<file path="config.mk">
export PLATFORM = sky130hd
export DESIGN_NAME = tiny_nn_seq
export DESIGN_NICKNAME = d
export VERILOG_FILES = /design/src/rtl/tiny_nn_pkg.sv /design/src/rtl/tiny_nn_seq_out_mux.sv /design/src/rtl/tiny_nn_seq.sv
export SDC_FILE = /design/constraint.sdc
export NUM_CORES = 1
export LEC_CHECK = 0
export CAP_MARGIN = 20
export CORE_MARGIN = 2
export CORE_UTILIZATION = 51
export CTS_CLUSTER_DIAMETER = 200
export DETAILED_ROUTE_END_ITERATION = 10
export PLACE_DENSITY = 0.86
export SYNTH_ARGS = -nofsm -noshare
export SYNTH_HDL_FRONTEND = slang
export SYNTH_SLANG_ARGS = --single-unit
</file>
<file path="constraint.sdc">
create_clock -name clk_i -period 5.7 [get_ports clk_i]
set_input_delay 0.57 -clock clk_i [delete_from_list [all_inputs] [get_ports clk_i]]
set_output_delay 0.57 -clock clk_i [all_outputs]
set_load 0.1 [all_outputs]
</file>
<file path="src/rtl/tiny_nn_pkg.sv">
// Shared definitions for the tiny_nn sequencer.
//
// Holds the 16-bit value type, the canonical quiet NaN used as the
// end-of-stream marker, the command opcodes decoded from data_i[15:12],
// the test-mode sub-opcodes decoded from data_i[11:8], and the sequencer
// state enum.
//
// Build option: TINY_NN_SEQ_TEST_MODES_EN adds the three test states to
// the enum. Without it those states do not exist.
package tiny_nn_pkg;

  typedef logic [15:0] fp_t;

  // Canonical half-precision quiet NaN; ends a convolve or accumulate stream.
  localparam fp_t FPStdNaN = 16'h7e00;

  localparam logic [3:0] CmdOpConvolve   = 4'h1;
  localparam logic [3:0] CmdOpAccumulate = 4'h2;
  localparam logic [3:0] CmdOpTest       = 4'hf;

  localparam logic [3:0] TestSubAscii = 4'hf;
  localparam logic [3:0] TestSubPulse = 4'h0;
  localparam logic [3:0] TestSubCount = 4'h1;

  typedef enum logic [3:0] {
    StIdle,
    StParamIn,
    StConvExec,
    StConvDrain,
    StBiasIn,
    StAccExec,
    StAccDrain
`ifdef TINY_NN_SEQ_TEST_MODES_EN
    ,
    StTestAscii,
    StTestPulse,
    StTestCount
`endif
  } state_e;

  // Byte loop emitted by the ASCII test mode.
  function automatic logic [7:0] ascii_byte(input logic [2:0] idx);
    case (idx)
      3'd0:    ascii_byte = 8'h54;
      3'd1:    ascii_byte = 8'h54;
      3'd2:    ascii_byte = 8'h2d;
      3'd3:    ascii_byte = 8'h4e;
      3'd4:    ascii_byte = 8'h4e;
      default: ascii_byte = 8'h54;
    endcase
  endfunction

endpackage

</file>
<file path="src/rtl/tiny_nn_seq_out_mux.sv">
// Result/test output selection for the tiny_nn sequencer.
//
// Purely combinational: picks what data_o shows from the sequencer state,
// row counter and group counter. Holds no state of its own.
//
// Ports:
//   i_state      - current sequencer state
//   i_row        - convolve row counter
//   i_count      - accumulate / drain / test counter
//   i_n          - captured accumulate group length
//   i_acc_result - accumulate result from the core
//   o_data       - OutWidth-bit result (all-ones when nothing to show)
//
// Build option: TINY_NN_SEQ_TEST_MODES_EN adds the test-mode bytes.
// The test bytes read i_count[7:0], so CountWidth must be at least 8.
module tiny_nn_seq_out_mux
  import tiny_nn_pkg::*;
#(
  parameter int CountWidth = 8,
  parameter int OutWidth   = 8,
  parameter int RowW       = 1
) (
  input  state_e                i_state,
  input  logic [RowW-1:0]       i_row,
  input  logic [CountWidth-1:0] i_count,
  input  logic [CountWidth-1:0] i_n,
  input  fp_t                   i_acc_result,
  output logic [OutWidth-1:0]   o_data
);

  localparam logic [RowW-1:0] RowOne = 1;

  logic [7:0] w_lo;
  logic [7:0] w_hi;

  assign w_lo = i_acc_result[7:0];
  assign w_hi = i_acc_result[15:8];

  always_comb begin
    o_data = '1;
    case (i_state)
      StConvExec, StConvDrain: begin
        // An 8-bit port needs two rows to carry one 16-bit result.
        if (OutWidth == 16) begin
          if (i_row == '0) o_data = OutWidth'(i_acc_result);
        end else begin
          if (i_row == '0)         o_data = OutWidth'(w_lo);
          else if (i_row == RowOne) o_data = OutWidth'(w_hi);
        end
      end
      StAccExec: begin
        if (OutWidth == 16) o_data = OutWidth'(i_acc_result);
        else                o_data = OutWidth'((i_count == i_n) ? w_lo : w_hi);
      end
      StAccDrain: begin
        if (OutWidth == 16) o_data = OutWidth'(i_acc_result);
        else                o_data = OutWidth'(i_count[0] ? w_lo : w_hi);
      end
`ifdef TINY_NN_SEQ_TEST_MODES_EN
      StTestAscii: o_data = OutWidth'(ascii_byte(i_count[2:0]));
      StTestPulse: o_data = OutWidth'(i_count[0] ? 8'h55 : 8'haa);
      StTestCount: o_data = OutWidth'(i_count[7:0]);
`endif
      default: o_data = '1;
    endcase
  end

endmodule

</file>
<file path="src/rtl/tiny_nn_seq.sv">
// Command sequencer for a tiny neural-network datapath core.
//
// data_i is sampled on every rising clock edge; there is no valid
// qualifier. In Idle its top nibble is a command; in the streaming states
// it is a parameter/operand word, and FPStdNaN marks the end of a stream.
// All control outputs are Moore outputs decoded from registered state.
//
// Ports:
//   clk_i, rst_ni           - clock, asynchronous active-low reset
//   data_i                  - command / parameter / operand word
//   acc_result_i            - accumulate result from the core
//   param_write_o           - one-hot parameter write strobe
//   val_shift_o             - one-hot value row shift
//   mul_row_sel_o, mul_en_o - multiplier row select and enable
//   acc_mode_0_en_o         - level-0 accumulate enables
//   acc_mode_1_en_o         - level-1 accumulate enables
//   acc_loopback_o          - accumulator loopback
//   acc_out_relu_o          - apply ReLU to the accumulator output
//   acc_level_0_en_o        - bias load
//   mul_add_op_a_en_o/_b_   - mul-add operand enables
//   data_o                  - result or test output
//   busy_o                  - high whenever not Idle
//
// Build option: TINY_NN_SEQ_TEST_MODES_EN enables the CmdOpTest modes
// (ASCII loop, 0xAA/0x55 pulse, countdown). Without it CmdOpTest is
// ignored. r_state is the FSM state for debug probing.
module tiny_nn_seq
  import tiny_nn_pkg::*;
#(
  parameter int ValArrayWidth  = 4,
  parameter int ValArrayHeight = 2,
  parameter int CountWidth     = 8,
  parameter int OutWidth       = 8
) (
  input  logic                                    clk_i,
  input  logic                                    rst_ni,
  input  logic [15:0]                             data_i,
  input  fp_t                                     acc_result_i,
  output logic [ValArrayWidth*ValArrayHeight-1:0] param_write_o,
  output logic [ValArrayHeight-1:0]               val_shift_o,
  output logic [$clog2(ValArrayHeight)-1:0]       mul_row_sel_o,
  output logic                                    mul_en_o,
  output logic [1:0]                              acc_mode_0_en_o,
  output logic [1:0]                              acc_mode_1_en_o,
  output logic                                    acc_loopback_o,
  output logic                                    acc_out_relu_o,
  output logic                                    acc_level_0_en_o,
  output logic                                    mul_add_op_a_en_o,
  output logic                                    mul_add_op_b_en_o,
  output logic [OutWidth-1:0]                     data_o,
  output logic                                    busy_o
);

  localparam int ParamW = ValArrayWidth * ValArrayHeight;
  localparam int RowW   = $clog2(ValArrayHeight);

  localparam logic [ParamW-1:0]         ParamFirst   = 1;
  localparam logic [ValArrayHeight-1:0] RowOneHot0   = 1;
  localparam logic [RowW-1:0]           RowOne       = 1;
  localparam logic [RowW-1:0]           LastRow      = RowW'(ValArrayHeight - 1);
  localparam logic [CountWidth-1:0]     CntOne       = 1;
  localparam logic [CountWidth-1:0]     CntTwo       = 2;
  // Drain counts 2H..0, i.e. 2H+1 further row cycles after the NaN.
  localparam logic [CountWidth-1:0]     ConvDrainLen = CountWidth'(2 * ValArrayHeight);

  state_e                  r_state;
  logic [CountWidth-1:0]   r_count;
  logic [CountWidth-1:0]   r_n;
  logic [RowW-1:0]         r_row;
  logic [ParamW-1:0]       r_param_write;
  logic                    r_relu;

  logic [3:0]              w_opcode;
  logic                    w_is_nan;
  logic [RowW-1:0]         w_row_next;

  assign w_opcode   = data_i[15:12];
  assign w_is_nan   = (data_i == FPStdNaN);
  assign w_row_next = (r_row == LastRow) ? '0 : r_row + RowOne;

  always_ff @(posedge clk_i or negedge rst_ni) begin
    if (!rst_ni) begin
      r_state       <= StIdle;
      r_count       <= '0;
      r_n           <= '0;
      r_row         <= '0;
      r_param_write <= '0;
      r_relu        <= 1'b0;
    end else begin
      case (r_state)
        StIdle: begin
          r_row <= '0;
          case (w_opcode)
            CmdOpConvolve: begin
              r_param_write <= ParamFirst;
              r_state       <= StParamIn;
            end
            CmdOpAccumulate: begin
              r_n     <= data_i[CountWidth-1:0];
              r_relu  <= data_i[8];
              r_count <= CntOne;
              r_state <= StBiasIn;
            end
`ifdef TINY_NN_SEQ_TEST_MODES_EN
            CmdOpTest: begin
              case (data_i[11:8])
                TestSubAscii: begin
                  r_count <= '0;
                  r_state <= StTestAscii;
                end
                TestSubPulse: begin
                  r_count <= '0;
                  r_state <= StTestPulse;
                end
                TestSubCount: begin
                  r_count <= CountWidth'(data_i[7:0]);
                  r_state <= StTestCount;
                end
                default: r_state <= StIdle;
              endcase
            end
`endif
            default: r_state <= StIdle;
          endcase
        end

        StParamIn: begin
          // The cycle showing the MSB strobe is the last parameter write.
          if (r_param_write[ParamW-1]) begin
            r_param_write <= '0;
            r_state       <= StConvExec;
          end else begin
            r_param_write <= r_param_write << 1;
          end
        end

        StConvExec: begin
          r_row <= w_row_next;
          if (w_is_nan) begin
            r_count <= ConvDrainLen;
            r_state <= StConvDrain;
          end
        end

        StConvDrain: begin
          r_row <= w_row_next;
          if (r_count == '0) r_state <= StIdle;
          else               r_count <= r_count - CntOne;
        end

        StBiasIn: begin
          // The bias cycle consumes the initial count of 1, so AccExec
          // opens on a group boundary.
          r_count <= r_count - CntOne;
          r_state <= StAccExec;
        end

        StAccExec: begin
          if (r_count == '0) begin
            r_count <= r_n;
          end else if (w_is_nan) begin
            r_count <= CntTwo;
            r_state <= StAccDrain;
          end else begin
            r_count <= r_count - CntOne;
          end
        end

        StAccDrain: begin
          r_count <= r_count - CntOne;
          if (r_count == '0) r_state <= StIdle;
        end

`ifdef TINY_NN_SEQ_TEST_MODES_EN
        StTestAscii: begin
          if (data_i[15:8] == 8'hff)
            r_count <= (r_count == CountWidth'(4)) ? '0 : r_count + CntOne;
          else
            r_state <= StIdle;
        end

        StTestPulse: begin
          // Bit 0 of the counter selects 0xAA / 0x55.
          if (data_i[15:8] == 8'hf0) r_count <= r_count + CntOne;
          else                       r_state <= StIdle;
        end

        StTestCount: begin
          if (r_count == '0) r_state <= StIdle;
          else               r_count <= r_count - CntOne;
        end
`endif

        default: r_state <= StIdle;
      endcase
    end
  end

  always_comb begin
    val_shift_o       = '0;
    mul_row_sel_o     = '0;
    mul_en_o          = 1'b0;
    acc_mode_0_en_o   = 2'b00;
    acc_mode_1_en_o   = 2'b00;
    acc_loopback_o    = 1'b0;
    acc_out_relu_o    = 1'b0;
    acc_level_0_en_o  = 1'b0;
    mul_add_op_a_en_o = 1'b0;
    mul_add_op_b_en_o = 1'b0;
    case (r_state)
      StConvExec, StConvDrain: begin
        val_shift_o     = RowOneHot0 << r_row;
        mul_row_sel_o   = r_row;
        mul_en_o        = 1'b1;
        acc_mode_0_en_o = {(r_row != '0), 1'b1};
      end
      StBiasIn: acc_level_0_en_o = 1'b1;
      StAccExec: begin
        acc_mode_1_en_o[0] = 1'b1;
        mul_add_op_b_en_o  = 1'b1;
        acc_out_relu_o     = r_relu;
        if (r_count == '0) begin
          acc_mode_1_en_o[1] = 1'b1;
        end else begin
          acc_loopback_o    = 1'b1;
          mul_add_op_a_en_o = (r_count == CntOne);
        end
      end
      StAccDrain: acc_mode_1_en_o[1] = (r_count == CntTwo);
      default: ;
    endcase
  end

  assign param_write_o = r_param_write;
  assign busy_o        = (r_state != StIdle);

  tiny_nn_seq_out_mux #(
    .CountWidth (CountWidth),
    .OutWidth   (OutWidth),
    .RowW       (RowW)
  ) u_out_mux (
    .i_state      (r_state),
    .i_row        (r_row),
    .i_count      (r_count),
    .i_n          (r_n),
    .i_acc_result (acc_result_i),
    .o_data       (data_o)
  );

endmodule

</file>
---- Word level (Yosys, flattened, before mapping) ----
Cells that the tools add are included.
storage, ports and cells
  output and inout bits ................... 30
  word-level logic and storage cells ...... 77
  bits in registers ....................... 30
  input port bits ......................... 34
operators by class
  shift operators ......................... 1
  reductions and logical operators ........ 13
  add/sub/neg operators ................... 2
  multiplexer cells ....................... 35
  equality and inequality tests ........... 20
operators with widths
  kind                  number
  $mux 8                10
  $pmux 8 s5            1
  $pmux 4 s6            1
  $pmux 8 s3            1
  $mux 4                5
  $eq 16x15->1 const B  1
  $pmux 8 s2            1
  $eq 4x2->1 const B    3
  $eq 4x3->1 const B    3
  $mux 1                11
  $ne 2x2->1 const B    5
  $eq 4x1->1 const B    2
  $eq 8x1->1 const B    1
  $eq 8x2->1 const B    1
  $eq 8x8->1            1
  $logic_not 8->1       1
  $sub 8x1->8 const B   1
  $ne 2x1->1 const B    3
  $pmux 3 s2            1
  $reduce_or 2->1       3
  $reduce_and 5->1      1
  $reduce_bool 5->1     1
  $logic_not 4->1       1
  $mux 2                2
  other kinds (7)       10

---- Longest topological paths before layout ----
Gate-level depths: netlist of run 1.
  word-level depth ........................ 4
  gate-level depth with buffers ........... 9
  mapped depth without buffers ............ 7

---- Hierarchy ----
From an unflattened synthesis of run 1, not the netlist that was laid out.
second synthesis, totals
  cell total of the unflattened synthesis .. 224
  area total of the unflattened synthesis .. 2209.6 um^2
by module, submodules not included
  module               times used  cells each  area each (um^2)  sequential area each (um^2)
  tiny_nn_seq          1           183         1848.0            725.7
  tiny_nn_seq_out_mux  1           41          361.6             0.0

---- Least setup slack after synthesis of run 1 ----
No wires, ideal clock.
  path type ............................... reg-to-output
  start point ............................. register r_state[2]
  end point ............................... output val_shift_o[0]
  slack ................................... 1.667 ns
  data required time ...................... 5.130 ns
  buffers on the path ..................... 1
  stages on the path, launching flop included .. 4
  arrival time ............................ 3.463 ns
  cells stage by stage .................... dfrtp_1 > buf_2 > nor2b_1 > nor2b_1
between the ends
  longest elaborated chain between the ends .. 3
  elaborated cells on any way between the ends .. 4
RTL lines
  element                             line                text
  start, declared                     tiny_nn_seq.sv:66   state_e r_state;
  start signal, assigned              tiny_nn_seq.sv:83   r_state <= StIdle;
  start signal, assigned              tiny_nn_seq.sv:96   r_state <= StParamIn;
  start signal, assigned              tiny_nn_seq.sv:102  r_state <= StBiasIn;
  $eq 4x2->1                          tiny_nn_seq.sv:210  case (r_state)
  $reduce_or 2->1 (no source line) *  -
  $mux 2 *                            tiny_nn_seq.sv:210
  end, declared                       tiny_nn_seq.sv:40   output logic [ValArrayHeight-1:0] val_shift_o,
Mark *: on every way between the ends. The rest lies on a longest branch, timed or not.

---- Worst setup path after layout of run 1 ----
  start point ............................. register r_state[0]
  end point ............................... output data_o[0]
between the ends
  longest elaborated chain between the ends .. 3
  elaborated cells on any way between the ends .. 6
RTL lines
  element                           line                       text
  $eq 4x2->1                        tiny_nn_seq_out_mux.sv:41  case (i_state)
  $reduce_or 2->1 (no source line)  -
  $pmux 8 s3 *                      tiny_nn_seq_out_mux.sv:41
  end, declared                     tiny_nn_seq.sv:50          output logic [OutWidth-1:0] data_o,
Marked as above.

==> results_tabular.tex, run 1 <==
\begin{tabular}{lr}
\hline
Metric & Value \\
\hline
\multicolumn{2}{l}{\textbf{Global route}} \\
\quad Fraction of met2 tracks used by global routing & 0.404 \\
\quad Met1 capacity usage during global routing & 0.343 \\
\quad Via count of the first global-routing pass & 1,921 \\
\quad Maximum number of pins on one net before global-route repair & 30 \\
\quad Initial antenna violation count & 0 \\
\quad Global route total overflow & 0 \\
\quad First-pass GRT wire length & 8.94 mm \\
\quad Met3 usage in global routing & 0.0526 \\
\quad Most utilized layer in the global route result & met2 \\
\quad Global routing usage summed across all routing layers & 0.253 \\
\multicolumn{2}{l}{\textbf{Final layout}} \\
\quad Reg area & 726 um2 \\
\quad Final-layout fill cell count & 318 \\
\quad NumNets Final & 335 \\
\quad Number of antenna cells inserted & 0 \\
\quad Multi-input gate area in the final layout & 0.00125 mm2 \\
\quad Share of cells above drive strength 1 & 0.0604 \\
\quad Synthesis-to-layout area growth & 33.5\% \\
\multicolumn{2}{l}{\textbf{Timing}} \\
\quad Min Tclk post-route & 4.21 ns \\
\quad Setup\_tns & 0 ns \\
\quad Max-slew violation total from the final report & 0 \\
\quad Worst hold slack across all endpoints & 0.517 ns \\
\quad Final setup fails & 0 \\
\quad Transition time at the pin with the least slew margin & 0.988 ns \\
\quad Final hold violations & 0 \\
\quad Maximum operating frequency & 237 MHz \\
\quad Worst setup margin & 1.49 ns \\
\quad Crit share post-route & 0.739 \\
\quad RSZ-0062 raised after global routing & false \\
\quad Post-Route Skew & 0.00815 ns \\
\quad Worst-case headroom to the max-slew limit & 0.339 \\
\multicolumn{2}{l}{\textbf{Clocking}} \\
\quad Clock root buffer master & sky130\_fd\_sc\_hd\_\_clkbuf\_8 \\
\quad Number of sinks driven by the clock tree & 29 \\
\quad CTS tree & built \\
\quad Total clock buffers created by CTS & 5 \\
\quad Clock input transition at the sequential cells of the worst setup and hold paths & 0.06 ns \\
\quad Hold Buf Count CTS & 0 \\
\quad Worst-Skew Late Latency & 0.28 ns \\
\quad Maximum count of clock buffers along a single path & 2 \\
\quad Total of cells resized after clock tree synthesis & 0 \\
\quad Post-CTS setup buffers & 0 \\
\quad Maximum level of the CTS H-tree & 2 \\
\multicolumn{2}{l}{\textbf{Critical path}} \\
\quad Startpoint of the most critical register-to-register path & r\_count[0]\$\_DFFE\_PN0P\_ \\
\quad Startpoint types & register \\
\quad Worst Setup SP & r\_state[0]\$\_DFFE\_PN0P\_ \\
\quad Cell seen most often among critical-path stages & sky130\_fd\_sc\_hd\_\_nand2\_1 \\
\quad Cell chain of the critical path & nor2b\_1, nand2\_1, nor2\_1, a2111oi\_0, nand2\_1, clkdlybuf4s50\_1 \\
\quad Required time at the worst-slack endpoint & 5.13 ns \\
\quad Type of the worst setup path & reg -> out \\
\quad Kind of cell adding the most delay to the critical path & buffers and inverters \\
\quad Critical Path Sink Type & primary output \\
\quad Cell depth of the worst setup path & 6 \\
\quad Reg-to-reg endpoint & r\_count[5]\$\_DFFE\_PN0P\_ \\
\quad Worst reg2reg path depth & 7 \\
\quad Worst path max stage delay & 1.13 ns \\
\quad CP max FO & 29 \\
\quad Worst-case register-to-register setup slack & 3.35 ns \\
\quad Arrival time of the worst setup path & 3.64 ns \\
\quad Slowest CP cell & sky130\_fd\_sc\_hd\_\_clkdlybuf4s50\_1 \\
\quad WP buf/inv & 1 \\
\multicolumn{2}{l}{\textbf{Logic synthesis}} \\
\quad Fraction of the yosys area taken by sequential cells & 0.345 \\
\quad Dominant cell type by area after synthesis & sky130\_fd\_sc\_hd\_\_dfrtp\_1 \\
\quad Area fraction in compound gates after synthesis & 0.244 \\
\quad Synth Area in Adders & 0.0238 \\
\quad Combinational family with the most area after synthesis & simple AND/OR/NAND/NOR gates \\
\quad Dominant cells by area after synthesis & sky130\_fd\_sc\_hd\_\_dfrtp\_1 34\%, sky130\_fd\_sc\_hd\_\_nand2\_1 6.2\%, sky130\_fd\_sc\_hd\_\_a21oi\_1 6.2\% \\
\quad Cell Area, Synth & 0.00211 mm2 \\
\quad Mean instance size in the synthesized netlist & 8.56 um2 \\
\quad Mapped Cells & 246 \\
\quad Number of distinct standard cells referenced by the synthesized netlist & 48 \\
\quad Fraction of synthesized cell area in xor and xnor cells & 0.0333 \\
\quad Post-synthesis share of cell area spent on and, or, nand and nor gates & 0.245 \\
\quad Area share of the largest cell type after synthesis & 0.345 \\
\quad Number of enable-type register cells in the synthesized netlist & 0 \\
\quad Post-synth net total & 284 \\
\quad Most used flip-flop cell after synthesis & sky130\_fd\_sc\_hd\_\_dfrtp\_1 \\
\quad Post-synthesis register bit count & 29 \\
\quad Share of synthesized area spent on multiplexers & 0.0481 \\
\quad Yosys synthesis warning count & 0 \\
\quad Proportion of synthesized flip-flops having asynchronous set or reset & 1.00 \\
\multicolumn{2}{l}{\textbf{Min path}} \\
\quad Worst Hold Path EP & r\_relu\$\_DFFE\_PN0P\_ \\
\quad Worst hold stages & 1 \\
\quad Path class of the lowest-slack min-delay path & reg -> reg \\
\quad Hold path startpoint & r\_relu\$\_DFFE\_PN0P\_ \\
\multicolumn{2}{l}{\textbf{Place}} \\
\quad Number of port buffers & 63 \\
\quad Post-Place Worst Slack & 1.95 ns \\
\quad Detailed placement HPWL & 3.83 mm \\
\quad Final weighted congestion of routability-driven global placement & 0.891 \\
\multicolumn{2}{l}{\textbf{Die}} \\
\quad Number of ports placed on the die boundary & 64 \\
\quad Placement row count & 23 \\
\quad Starting utilization of the core area & 0.526 \\
\quad Core area & 0.00400 mm2 \\
\quad Vertical die dimension & 68.3 um \\
\quad Die footprint & 0.00466 mm2 \\
\quad DIE WIDTH & 68.3 um \\
\multicolumn{2}{l}{\textbf{Route}} \\
\quad DRC errors left & 0 \\
\quad Number of optimization iterations in the first detailed-route pass & 5 \\
\quad Routed wirelength normalized by instance count & 15.6 um \\
\quad Final wirelength & 5.43 mm \\
\quad Remaining antenna violation count & 0 \\
\quad Number of vias after detailed routing & 2,099 \\
\quad Drt initial violations & 179 \\
\quad Via density per instance & 6.03 \\
\multicolumn{2}{l}{\textbf{Run}} \\
\quad Maximum capacitance violations & 0 \\
\multicolumn{2}{l}{\textbf{Outcome}} \\
\quad Status & completed \\
\hline
\end{tabular}
-- state kept, by name, indices dropped and copies added (netlist names) --
signal         count
param_write_o      8
r_relu             1
r_row              1
r_state            3
r_n                8
r_count            8
-- final cells by class --
cell class,instances,area share
multi-input combinational,193,0.446
sequential,29,0.258
timing repair buffer,64,0.227
clock buffer,7,0.0307
tap,50,0.0223
clock inverter,1,0.0107
inverter,4,0.00534
-- how the worst max path moves through the flow --
| stage | to | slack (ns) |
|---|---|---|
| floorplan | val_shift_o[0] | 1.67 |
| detailed placement | data_o[2] | 1.95 |
| CTS | data_o[0] | 1.58 |
| global placement | data_o[0] | 2.00 |
| global route | data_o[0] | 1.22 |
| finish | data_o[0] | 1.49 |
-- placed cells by master, fill, tap and decap left out, types with 4 or more instances in the layout --
cell type and n:
sky130_fd_sc_hd__a2111oi_0 7, sky130_fd_sc_hd__a21oi_1 26, sky130_fd_sc_hd__a221o_1 4, sky130_fd_sc_hd__a22o_1 9, sky130_fd_sc_hd__clkbuf_8 6, sky130_fd_sc_hd__clkdlybuf4s50_1 63
sky130_fd_sc_hd__dfrtp_1 29, sky130_fd_sc_hd__ha_1 4, sky130_fd_sc_hd__mux2_1 9, sky130_fd_sc_hd__nand2_1 35, sky130_fd_sc_hd__nand3_1 5, sky130_fd_sc_hd__nor2_1 20
sky130_fd_sc_hd__nor4_1 4, sky130_fd_sc_hd__o21ai_1 8, sky130_fd_sc_hd__xnor2_1 8
-- routing by layer --
layer,vias up,share of wire,routed length (um)
met4,0,0.010,57
met2,94,0.46,2510
met5,-,0,0
li1,998,-,-
met1,1001,0.45,2470
met3,6,0.073,395
-- metrics by stage --
step                utilization  cells  cell area [um2]
CTS                       0.703    348             2810
detailed placement        0.673    340             2690
finish                    0.703    348             2810
global placement          0.673    340             2690
floorplan                     -    246             2110
global route              0.703    348             2810
-- synth_stat cells (2+ instances only) --
master,number
sky130_fd_sc_hd__and2_1,3
sky130_fd_sc_hd__buf_4,4
sky130_fd_sc_hd__mux2_1,9
sky130_fd_sc_hd__nor3_2,2
sky130_fd_sc_hd__nand4_1,3
sky130_fd_sc_hd__nor3_4,2
sky130_fd_sc_hd__a21o_1,3
sky130_fd_sc_hd__nand2_1,35
sky130_fd_sc_hd__nor3b_1,3
sky130_fd_sc_hd__nor2b_1,3
sky130_fd_sc_hd__o22ai_1,2
sky130_fd_sc_hd__inv_2,3
sky130_fd_sc_hd__nor4_1,4
sky130_fd_sc_hd__o21ai_0,3
sky130_fd_sc_hd__buf_2,6
sky130_fd_sc_hd__buf_6,2
sky130_fd_sc_hd__nand2b_1,2
sky130_fd_sc_hd__o31ai_1,3
sky130_fd_sc_hd__dfrtp_1,29
sky130_fd_sc_hd__and4b_1,3
sky130_fd_sc_hd__xnor2_1,8
sky130_fd_sc_hd__a22o_1,9
sky130_fd_sc_hd__a221o_1,4
sky130_fd_sc_hd__ha_1,4
sky130_fd_sc_hd__buf_1,4
sky130_fd_sc_hd__nor2_1,20
sky130_fd_sc_hd__o21ai_1,8
sky130_fd_sc_hd__nor3_1,2
sky130_fd_sc_hd__and3_1,3
sky130_fd_sc_hd__a22oi_1,2
sky130_fd_sc_hd__a2111oi_0,7
sky130_fd_sc_hd__a21oi_1,26
sky130_fd_sc_hd__nor4b_1,2
sky130_fd_sc_hd__nand3_1,5
sky130_fd_sc_hd__clkbuf_1,4
sky130_fd_sc_hd__or3_1,2
-- kinds of logic after synthesis --
kind of cell               count (synthesis)
buffers and inverters                     24
AOI/OAI and AO/OA                         75
muxes                                      9
DFF                                       29
adders and majority gates                  4
and+or+nand+nor                           97
xor gates and xnor gates                   8
Power of run 1 is not shown: default switching activity piles up to over one toggle a cycle in this logic, so the estimate is an artifact.
==> run 2, diff against run 1 <==
--- a/config.mk
+++ b/config.mk
@@ -7,10 +7,10 @@
 export LEC_CHECK = 0
 export CAP_MARGIN = 20
 export CORE_MARGIN = 2
-export CORE_UTILIZATION = 51
+export CORE_UTILIZATION = 47
 export CTS_CLUSTER_DIAMETER = 200
 export DETAILED_ROUTE_END_ITERATION = 10
-export PLACE_DENSITY = 0.86
+export PLACE_DENSITY = 0.8
 export SYNTH_ARGS = -nofsm -noshare
 export SYNTH_HDL_FRONTEND = slang
 export SYNTH_SLANG_ARGS = --single-unit
==> constraint.sdc (replaced) <==
create_clock -name clk_i -period 4 [get_ports clk_i]
set_input_delay 0.4 -clock clk_i [delete_from_list [all_inputs] [get_ports clk_i]]
set_output_delay 0.4 -clock clk_i [all_outputs]
set_load 0.1 [all_outputs]
==> results_tabular.tex, run 2 (synthesis gave the netlist of run 1 again) <==
\begin{tabular}{lr}
\hline
Metric & Value \\
\hline
\multicolumn{2}{l}{\textbf{Final layout}} \\
\quad Commonest cells after routing, fill and taps aside & 43 x sky130\_fd\_sc\_hd\_\_clkdlybuf4s50\_1, 35 x sky130\_fd\_sc\_hd\_\_nand2\_1, 29 x sky130\_fd\_sc\_hd\_\_dfrtp\_1, 26 x sky130\_fd\_sc\_hd\_\_a21oi\_1, 22 x sky130\_fd\_sc\_hd\_\_buf\_4 (was 63 x sky130\_fd\_sc\_hd\_\_clkdlybuf4s50\_1, 35 x sky130\_fd\_sc\_hd\_\_nand2\_1, 29 x sky130\_fd\_sc\_hd\_\_dfrtp\_1, 26 x sky130\_fd\_sc\_hd\_\_a21oi\_1, 20 x sky130\_fd\_sc\_hd\_\_nor2\_1) \\
\quad Final-layout fill cell count & 372 (was 318) \\
\quad Reg area & 726 um2 (unchanged) \\
\quad Synthesis-to-layout area growth & 31.6\% (was 33.5\%) \\
\quad Most frequent standard cell in the layout excluding fill and tap cells & sky130\_fd\_sc\_hd\_\_clkdlybuf4s50\_1 (unchanged) \\
\quad Number of antenna cells inserted & 0 (unchanged) \\
\quad Share of cells above drive strength 1 & 0.130 (was 0.0604) \\
\quad NumNets Final & 336 (was 335) \\
\quad Multi-input gate area in the final layout & 0.00125 mm2 (unchanged) \\
\quad Post-route insts no fill & 351 (was 348) \\
\multicolumn{2}{l}{\textbf{Clocking}} \\
\quad Maximum count of clock buffers along a single path & 2 (unchanged) \\
\quad CTS tree & built (unchanged) \\
\quad Clock input transition at the sequential cells of the worst setup and hold paths & 0.07 ns (was 0.06 ns) \\
\quad Hold Buf Count CTS & 0 (unchanged) \\
\quad Maximum level of the CTS H-tree & 2 (unchanged) \\
\quad Clock root buffer master & sky130\_fd\_sc\_hd\_\_clkbuf\_8 (unchanged) \\
\quad Total of cells resized after clock tree synthesis & 0 (unchanged) \\
\quad Worst-Skew Late Latency & 0.29 ns (was 0.28 ns) \\
\quad Total clock buffers created by CTS & 5 (unchanged) \\
\quad Number of sinks driven by the clock tree & 29 (unchanged) \\
\quad Post-CTS setup buffers & 0 (unchanged) \\
\multicolumn{2}{l}{\textbf{Route}} \\
\quad Via density per instance & 5.79 (was 6.03) \\
\quad DRC errors left & 0 (unchanged) \\
\quad Number of optimization iterations in the first detailed-route pass & 4 (was 5) \\
\quad Final wirelength & 5.43 mm (about the same) \\
\quad Number of vias after detailed routing & 2,031 (was 2,099) \\
\quad Drt initial violations & 166 (was 179) \\
\quad Routed wirelength normalized by instance count & 15.5 um (was 15.6 um) \\
\quad Remaining antenna violation count & 0 (unchanged) \\
\multicolumn{2}{l}{\textbf{Timing}} \\
\quad Transition time at the pin with the least slew margin & 0.981 ns (was 0.988 ns) \\
\quad Crit share post-route & 0.765 \\
\quad Setup\_tns & 0 ns (unchanged) \\
\quad Final hold violations & 0 (unchanged) \\
\quad Post-Route Skew & 0.0115 ns (was 0.00815 ns) \\
\quad Final setup fails & 0 (unchanged) \\
\quad Worst-case headroom to the max-slew limit & 0.344 (was 0.339) \\
\quad RSZ-0062 raised after global routing & false (unchanged) \\
\quad Maximum operating frequency & 327 MHz \\
\quad Min Tclk post-route & 3.06 ns \\
\quad Worst hold slack across all endpoints & 0.488 ns (was 0.517 ns) \\
\quad Max-slew violation total from the final report & 0 (unchanged) \\
\multicolumn{2}{l}{\textbf{Die}} \\
\quad Starting utilization of the core area & 0.487 (was 0.526) \\
\quad Core area & 0.00432 mm2 (was 0.00400 mm2) \\
\quad Number of ports placed on the die boundary & 64 (unchanged) \\
\quad Placement row count & 24 (was 23) \\
\quad DIE WIDTH & 70.9 um (was 68.3 um) \\
\quad Die footprint & 0.00503 mm2 (was 0.00466 mm2) \\
\quad Vertical die dimension & 70.9 um (was 68.3 um) \\
\multicolumn{2}{l}{\textbf{Place}} \\
\quad Placed instance count & 343 (was 340) \\
\quad Number of port buffers & 63 (unchanged) \\
\quad Detailed placement HPWL & 3.93 mm (was 3.83 mm) \\
\quad Final weighted congestion of routability-driven global placement & 0.837 (was 0.891) \\
\multicolumn{2}{l}{\textbf{Critical path}} \\
\quad Critical Path Sink Type & primary output (unchanged) \\
\quad CP max FO & 28 (was 29) \\
\quad Reg-to-reg endpoint & r\_count[2]\$\_DFFE\_PN0P\_ (was r\_count[5]\$\_DFFE\_PN0P\_) \\
\quad Worst-case register-to-register setup slack & 1.68 ns (was 3.35 ns) \\
\quad Startpoint types & register (unchanged) \\
\quad Worst reg2reg path depth & 7 (unchanged) \\
\quad Arrival time of the worst setup path & 2.66 ns (was 3.64 ns) \\
\quad Required time at the worst-slack endpoint & 3.60 ns (was 5.13 ns) \\
\quad Type of the worst setup path & reg -> out (unchanged) \\
\quad Startpoint of the most critical register-to-register path & r\_count[0]\$\_DFFE\_PN0P\_ (unchanged) \\
\multicolumn{2}{l}{\textbf{Global route}} \\
\quad Via count of the first global-routing pass & 1,958 (was 1,921) \\
\quad Maximum number of pins on one net before global-route repair & 30 (unchanged) \\
\quad Initial antenna violation count & 0 (unchanged) \\
\quad Global routing usage summed across all routing layers & 0.229 (was 0.253) \\
\quad Global route total overflow & 0 (unchanged) \\
\quad First-pass GRT wire length & 9.35 mm (was 8.94 mm) \\
\multicolumn{2}{l}{\textbf{Outcome}} \\
\quad Status & completed (unchanged) \\
\multicolumn{2}{l}{\textbf{Min path}} \\
\quad Path class of the lowest-slack min-delay path & in -> async (was reg -> reg) \\
\multicolumn{2}{l}{\textbf{Run}} \\
\quad Maximum capacitance violations & 0 (unchanged) \\
\hline
\end{tabular}
-- run 2: how the worst max path moves through the flow --
stage	startpoint	endpoint	depth (start not counted)	slack (ns)
6_report	r_state[1]$_DFFE_PN0P_	acc_mode_0_en_o[0]	2	0.94
5_1_grt	r_state[1]$_DFFE_PN0P_	data_o[4]	6	0.76
2_1_floorplan	r_state[2]$_DFFE_PN0P_	val_shift_o[0]	3	0.14
4_1_cts	r_state[1]$_DFFE_PN0P_	acc_mode_0_en_o[0]	2	0.96
3_5_place_dp	r_state[1]$_DFFE_PN0P_	acc_mode_0_en_o[0]	2	1.25
3_3_place_gp	r_state[1]$_DFFE_PN0P_	acc_mode_0_en_o[0]	2	1.29
-- run 2: stage by stage --
stage,util,setup slack [ns],cell area [um2]
finish,0.641,0.939,2770
global route,0.641,0.763,2770
CTS,0.641,0.958,2770
detailed placement,0.614,1.25,2650
global placement,0.614,1.29,2650
floorplan,-,0.137,2110
-- run 2: worst max-delay path, cell delays in order, from the launching register on --
cell and delay [ns]:
sky130_fd_sc_hd__dfrtp_1 0.84, sky130_fd_sc_hd__nor2b_1 0.34, sky130_fd_sc_hd__clkdlybuf4s50_1 1.19
-- run 2: area by class of cell --
class,instances,share of cell area
inverter,4,0.00542
clock buffer,7,0.0312
tap,52,0.0235
multi-input combinational,193,0.452
timing repair buffer,65,0.215
clock inverter,1,0.0108
sequential,29,0.262
-- run 2: routing by layer --
metal	wire (um)	vias to the layer above	share of wire	global-route usage
li1	-	1006	-	-
met1	2400	963	0.44	0.308
met2	2660	54	0.49	0.379
met4	62	0	0.011	0.0566
met5	0	-	0	0
met3	302	8	0.056	0.0484
Power of run 2 is left out for the same reason.
==> RTL change 1, RTL diff (settings of run 1) <==
Encoding of `state_e`: now Gray code (3 bits for 7 states).
--- a/src/rtl/tiny_nn_pkg.sv
+++ b/src/rtl/tiny_nn_pkg.sv
@@ -22,14 +22,14 @@
   localparam logic [3:0] TestSubPulse = 4'h0;
   localparam logic [3:0] TestSubCount = 4'h1;
 
-  typedef enum logic [3:0] {
-    StIdle,
-    StParamIn,
-    StConvExec,
-    StConvDrain,
-    StBiasIn,
-    StAccExec,
-    StAccDrain
+  typedef enum logic [2:0] {
+    StIdle      = 3'b000,
+    StParamIn   = 3'b001,
+    StConvExec  = 3'b011,
+    StConvDrain = 3'b010,
+    StBiasIn    = 3'b110,
+    StAccExec   = 3'b111,
+    StAccDrain  = 3'b101
 `ifdef TINY_NN_SEQ_TEST_MODES_EN
     ,
     StTestAscii,
Formal check against the unedited RTL: same outputs for any inputs over 10 cycles, from zero or initial values and one cycle with rst_ni low; not proved beyond that.
==> RTL change 1 against run 1 <==
Final area shrank 2.7%; hold slack lost 8.9 ps; sequential cell count unchanged; wire length decreased by 8.1%; synthesized area is 3.0% lower; worst setup slack gained 460 ps; maximum frequency increased by 12%; critical path depth unchanged.
Power is not shown: default switching activity piles up to over one toggle a cycle in this logic, so the estimate is an artifact.
==> RTL change 1: results (changes against run 1) <==
syn nets 251 (was 284); pre-CTS setup slack 2250 ps (was 1950 ps); worst-skew pair later-pin latency 280 ps (about the same); synth unique cells 55 (was 48); Arr. time, crit path 3190 ps (was 3640 ps); first-pass GRT wire length 8.37 mm (was 8.94 mm); Max FO, Critical Path 9 (was 29); drt first pass iters 4 (was 5); worst-margin pin slew 1050 ps (was 988 ps); clk root buf clkbuf_8 (unchanged); ys async rst share 100% (unchanged); nets 307 (was 335); status complete, no violations (unchanged); Crit path largest cell delay 1160 ps (was 1130 ps); vias in the first global route 1787 (was 1921); CTS clock-pin slew for the worst setup and hold paths 60 ps (about the same); layout cells sized above 1 9.29% (was 6.04%); largest net degree at the start of global routing 30 (unchanged); final clock skew 6.63 ps (was 8.15 ps); commonest cells in the netlist dfrtp_1 (29), a21oi_1 (16), o211ai_1 (16), inv_1 (14) (was nand2_1 (35), dfrtp_1 (29), a21oi_1 (26), nor2_1 (20)); fill cell total of the finished layout 335 (was 318); detailed placement HPWL 3.71 mm (was 3.83 mm); top cells by area, synth dfrtp_1 (36%), mux2_4 (5.9%), o211ai_1 (5.9%), a21oi_1 (3.9%), a22o_1 (3.0%) (was dfrtp_1 (34%), nand2_1 (6.2%), a21oi_1 (6.2%), mux2_1 (4.8%), a22o_1 (3.7%)); Avg WL per Cell 15.7 µm (was 15.6 µm); All-Layer GR Usage 24.4% (was 25.3%); DRT iter0 DRCs 90 (was 179); register area share after synthesis 35.5% (was 34.5%); CTS Buf Count 5 (unchanged); Via Count 1891 (was 2099)
==> RTL change 1: changes by cell type in the layout (fill, tap and decap cells not counted), sizes merged, moves of 4 or more <==
cell	before	now
a21oi	27	16
o21ai	12	8
a221o	4	0
nor2	20	11
inv	4	14
o211ai	0	16
nand2	35	11
o2bb2ai	0	5
a2111oi	7	1
==> RTL change 1: logic make-up (layout without fill, tap and decap cells) <==
logic type / count (synthesis) / count (layout) / share of synthesized area, %
AO/OA/AOI/OAI: 74 / 74 / 27.3
AND/OR/NAND/NOR: 60 / 60 / 17.6
flip-flops: 29 / 29 / 35.5
buffers and inverters: 29 / 85 / 7.23
multiplexers: 10 / 10 / 6.92
XOR/XNOR: 7 / 7 / 3.00
adder cells (fa/ha/maj): 4 / 4 / 2.45
==> RTL change 1: layout make-up <==
cell class	instances	area (µm²)	share of cell area, %
repair buffers	64	638	23.3
well taps	50	62.6	2.29
multi-input cells	155	1170	42.8
flip-flops and latches	29	726	26.5
inverters	14	52.6	1.92
clock buffers	7	86.3	3.16
==> RTL change 1: path summary, 6_finish.rpt <==
check                                  startpoint                           end  depth (start not counted)  slack [ps]
min in group asynchronous                  rst_ni        r_count[4]$_DFFE_PN0P_                          2         680
max in group asynchronous                  rst_ni  param_write_o[7]$_DFFE_PN0P_                          2        4750
max                        r_count[5]$_DFFE_PN0P_                     data_o[7]                          6        1940
min                            r_relu$_DFFE_PN0P_            r_relu$_DFFE_PN0P_                          1         510
max reg2reg                r_state[1]$_DFFE_PN0P_        r_count[6]$_DFFE_PN0P_                          5        3420
min reg2reg                    r_relu$_DFFE_PN0P_            r_relu$_DFFE_PN0P_                          1         510
==> RTL change 1: per-layer routing <==
| layer | vias to the layer above | part of all wire (%) | track usage (%) |
|---|---|---|---|
| li1 | 924 | - | - |
| met1 | 889 | 45 | 32.9 |
| met2 | 70 | 46 | 38.2 |
| met3 | 8 | 7.6 | 6.00 |
| met4 | 0 | 1.5 | 8.67 |
| met5 | - | 0 | 0 |
==> RTL change 1: per-stage QoR <==
step                      instance area, µm²  cells
after global routing                    2740    319
after detailed placement                2650    312
after global placement                  2650    312
after CTS                               2740    319
after floorplan                         2040    213
final                                   2740    319
==> RTL change 1: critical path: cells and delay by family (launching register included) <==
kind	cells	cell delay (ps)
buf+inv	1	1160
compound gates	3	940
flops	1	500
xor+xnor	1	160
simple gates	1	160
==> RTL change 2, RTL diff (settings of run 1) <==
Without the edit above. `CountWidth` is set to 8 in 2 places; all go to 10. Comments in the files are not updated.
--- a/src/rtl/tiny_nn_seq_out_mux.sv
+++ b/src/rtl/tiny_nn_seq_out_mux.sv
@@ -16,7 +16,7 @@
 module tiny_nn_seq_out_mux
   import tiny_nn_pkg::*;
 #(
-  parameter int CountWidth = 8,
+  parameter int CountWidth = 10,
   parameter int OutWidth   = 8,
   parameter int RowW       = 1
 ) (
--- a/src/rtl/tiny_nn_seq.sv
+++ b/src/rtl/tiny_nn_seq.sv
@@ -29,7 +29,7 @@
 #(
   parameter int ValArrayWidth  = 4,
   parameter int ValArrayHeight = 2,
-  parameter int CountWidth     = 8,
+  parameter int CountWidth     = 10,
   parameter int OutWidth       = 8
 ) (
   input  logic                                    clk_i,
Formal check against the unedited RTL: not equivalent (a bounded check fails within 4 cycles, from zero or initial values and one cycle with rst_ni low).
==> RTL change 2 against run 1 <==
Register-to-register slack worse by 330 ps; final area up 7.9%; wire length up 8.7%; first-iteration DRC count up 14%; synthesized area up 10%; worst setup slack worse by 33 ps; sequential cell count up 3; count of clock-buffer cells in the layout unchanged; sequential share of layout area up 0.59 points; critical path type unchanged; largest cell class unchanged.
==> RTL change 2: results (changes against run 1) <==
Avg WL per Cell 16.6 µm (was 15.6 µm); top cells by area, synth dfrtp_1 (34%), mux2_2 (4.8%), nor2_1 (4.0%), mux2i_1 (3.9%), xor2_1 (3.8%) (was dfrtp_1 (34%), nand2_1 (6.2%), a21oi_1 (6.2%), mux2_1 (4.8%), a22o_1 (3.7%)); synth unique cells 58 (was 48); status complete, no violations (unchanged); met3 wire len 468 µm (was 395 µm); H-tree depth 2 (unchanged); register area share after synthesis 34.4% (was 34.5%); flop2flop setup slack 3020 ps (was 3350 ps); placed instance count 347 (was 340); FF-to-FF End r_count[3]$_DFFE_PN0P_ (was r_count[5]$_DFFE_PN0P_); final period utilization 74.5% (was 73.9%); Pleak 1.39 nW; Placement Cell Area 2910 µm² (was 2690 µm²); Slew headroom 34.7% (was 33.9%); vias per cell 6.12 (was 6.03); pre-CTS setup slack 1780 ps (was 1950 ps); All-Layer GR Usage 23.7% (was 25.3%); syn nets 290 (was 284); drt first pass iters 4 (was 5); crit path from r_state[0]$_DFFE_PN0P_ (unchanged); DR WL met2 2.73 mm (was 2.51 mm); final WL 5.90 mm (was 5.43 mm); nets 340 (was 335); Crit path largest cell delay 1150 ps (was 1130 ps); worst setup path endpoint data_o[6] (was data_o[0]); DRT met1 WL 2.63 mm (was 2.47 mm); post-synthesis area per instance 9.23 µm² (was 8.56 µm²); layout cells sized above 1 9.57% (was 6.04%); largest net degree at the start of global routing 33 (was 30); Worst R2R Path Depth 6 (was 7); DRT iter0 DRCs 204 (was 179); detailed placement HPWL 4.43 mm (was 3.83 mm); Max FO, Critical Path 22 (was 29); Placer Congestion 0.948 (was 0.891); vias in the first global route 1955 (was 1921); final clock skew 10.8 ps (was 8.15 ps); multiplexer share of the synthesized area 9.84% (was 4.81%); worst hold start param_write_o[4]$_DFFE_PN0P_ (was r_relu$_DFFE_PN0P_); first-pass GRT wire length 9.63 mm (was 8.94 mm); area share of fa/ha/maj cells after synthesis 2.58% (was 2.38%); post-synthesis compound-gate area fraction 19.3% (was 24.4%); XOR/XNOR Fraction of Synth Area 4.52% (was 3.33%); CTS clock-pin slew for the worst setup and hold paths 70 ps
[RTL change 2: worst min path at each step]
stage | to | slack (ps) | cells past startpoint
3_5_place_dp | param_write_o[7]$_DFFE_PN0P_ | 510 | 1
5_1_grt | param_write_o[5]$_DFFE_PN0P_ | 550 | 1
6_report | param_write_o[5]$_DFFE_PN0P_ | 520 | 1
4_1_cts | param_write_o[5]$_DFFE_PN0P_ | 530 | 1
3_3_place_gp | param_write_o[6]$_DFFE_PN0P_ | 510 | 1
2_1_floorplan | param_write_o[0]$_DFFE_PN0P_ | 270 | 0
[RTL change 2: cell type report]
class,count,area (µm²)
fillers,355,1350
clock inverters,1,30.0
flip-flops and latches,32,801
repair buffers,64,638
inverters,17,63.8
clock buffers,7,96.3
well taps,52,65.1
multi-input cells,182,1340
[RTL change 2: metal layers]
metal / global-route usage [%] / vias up
met5: 0 / -
met2: 37.4 / 102
met3: 4.64 / 7
met1: 33.4 / 1033
li1: - / 1031
met4: 6.92 / 0
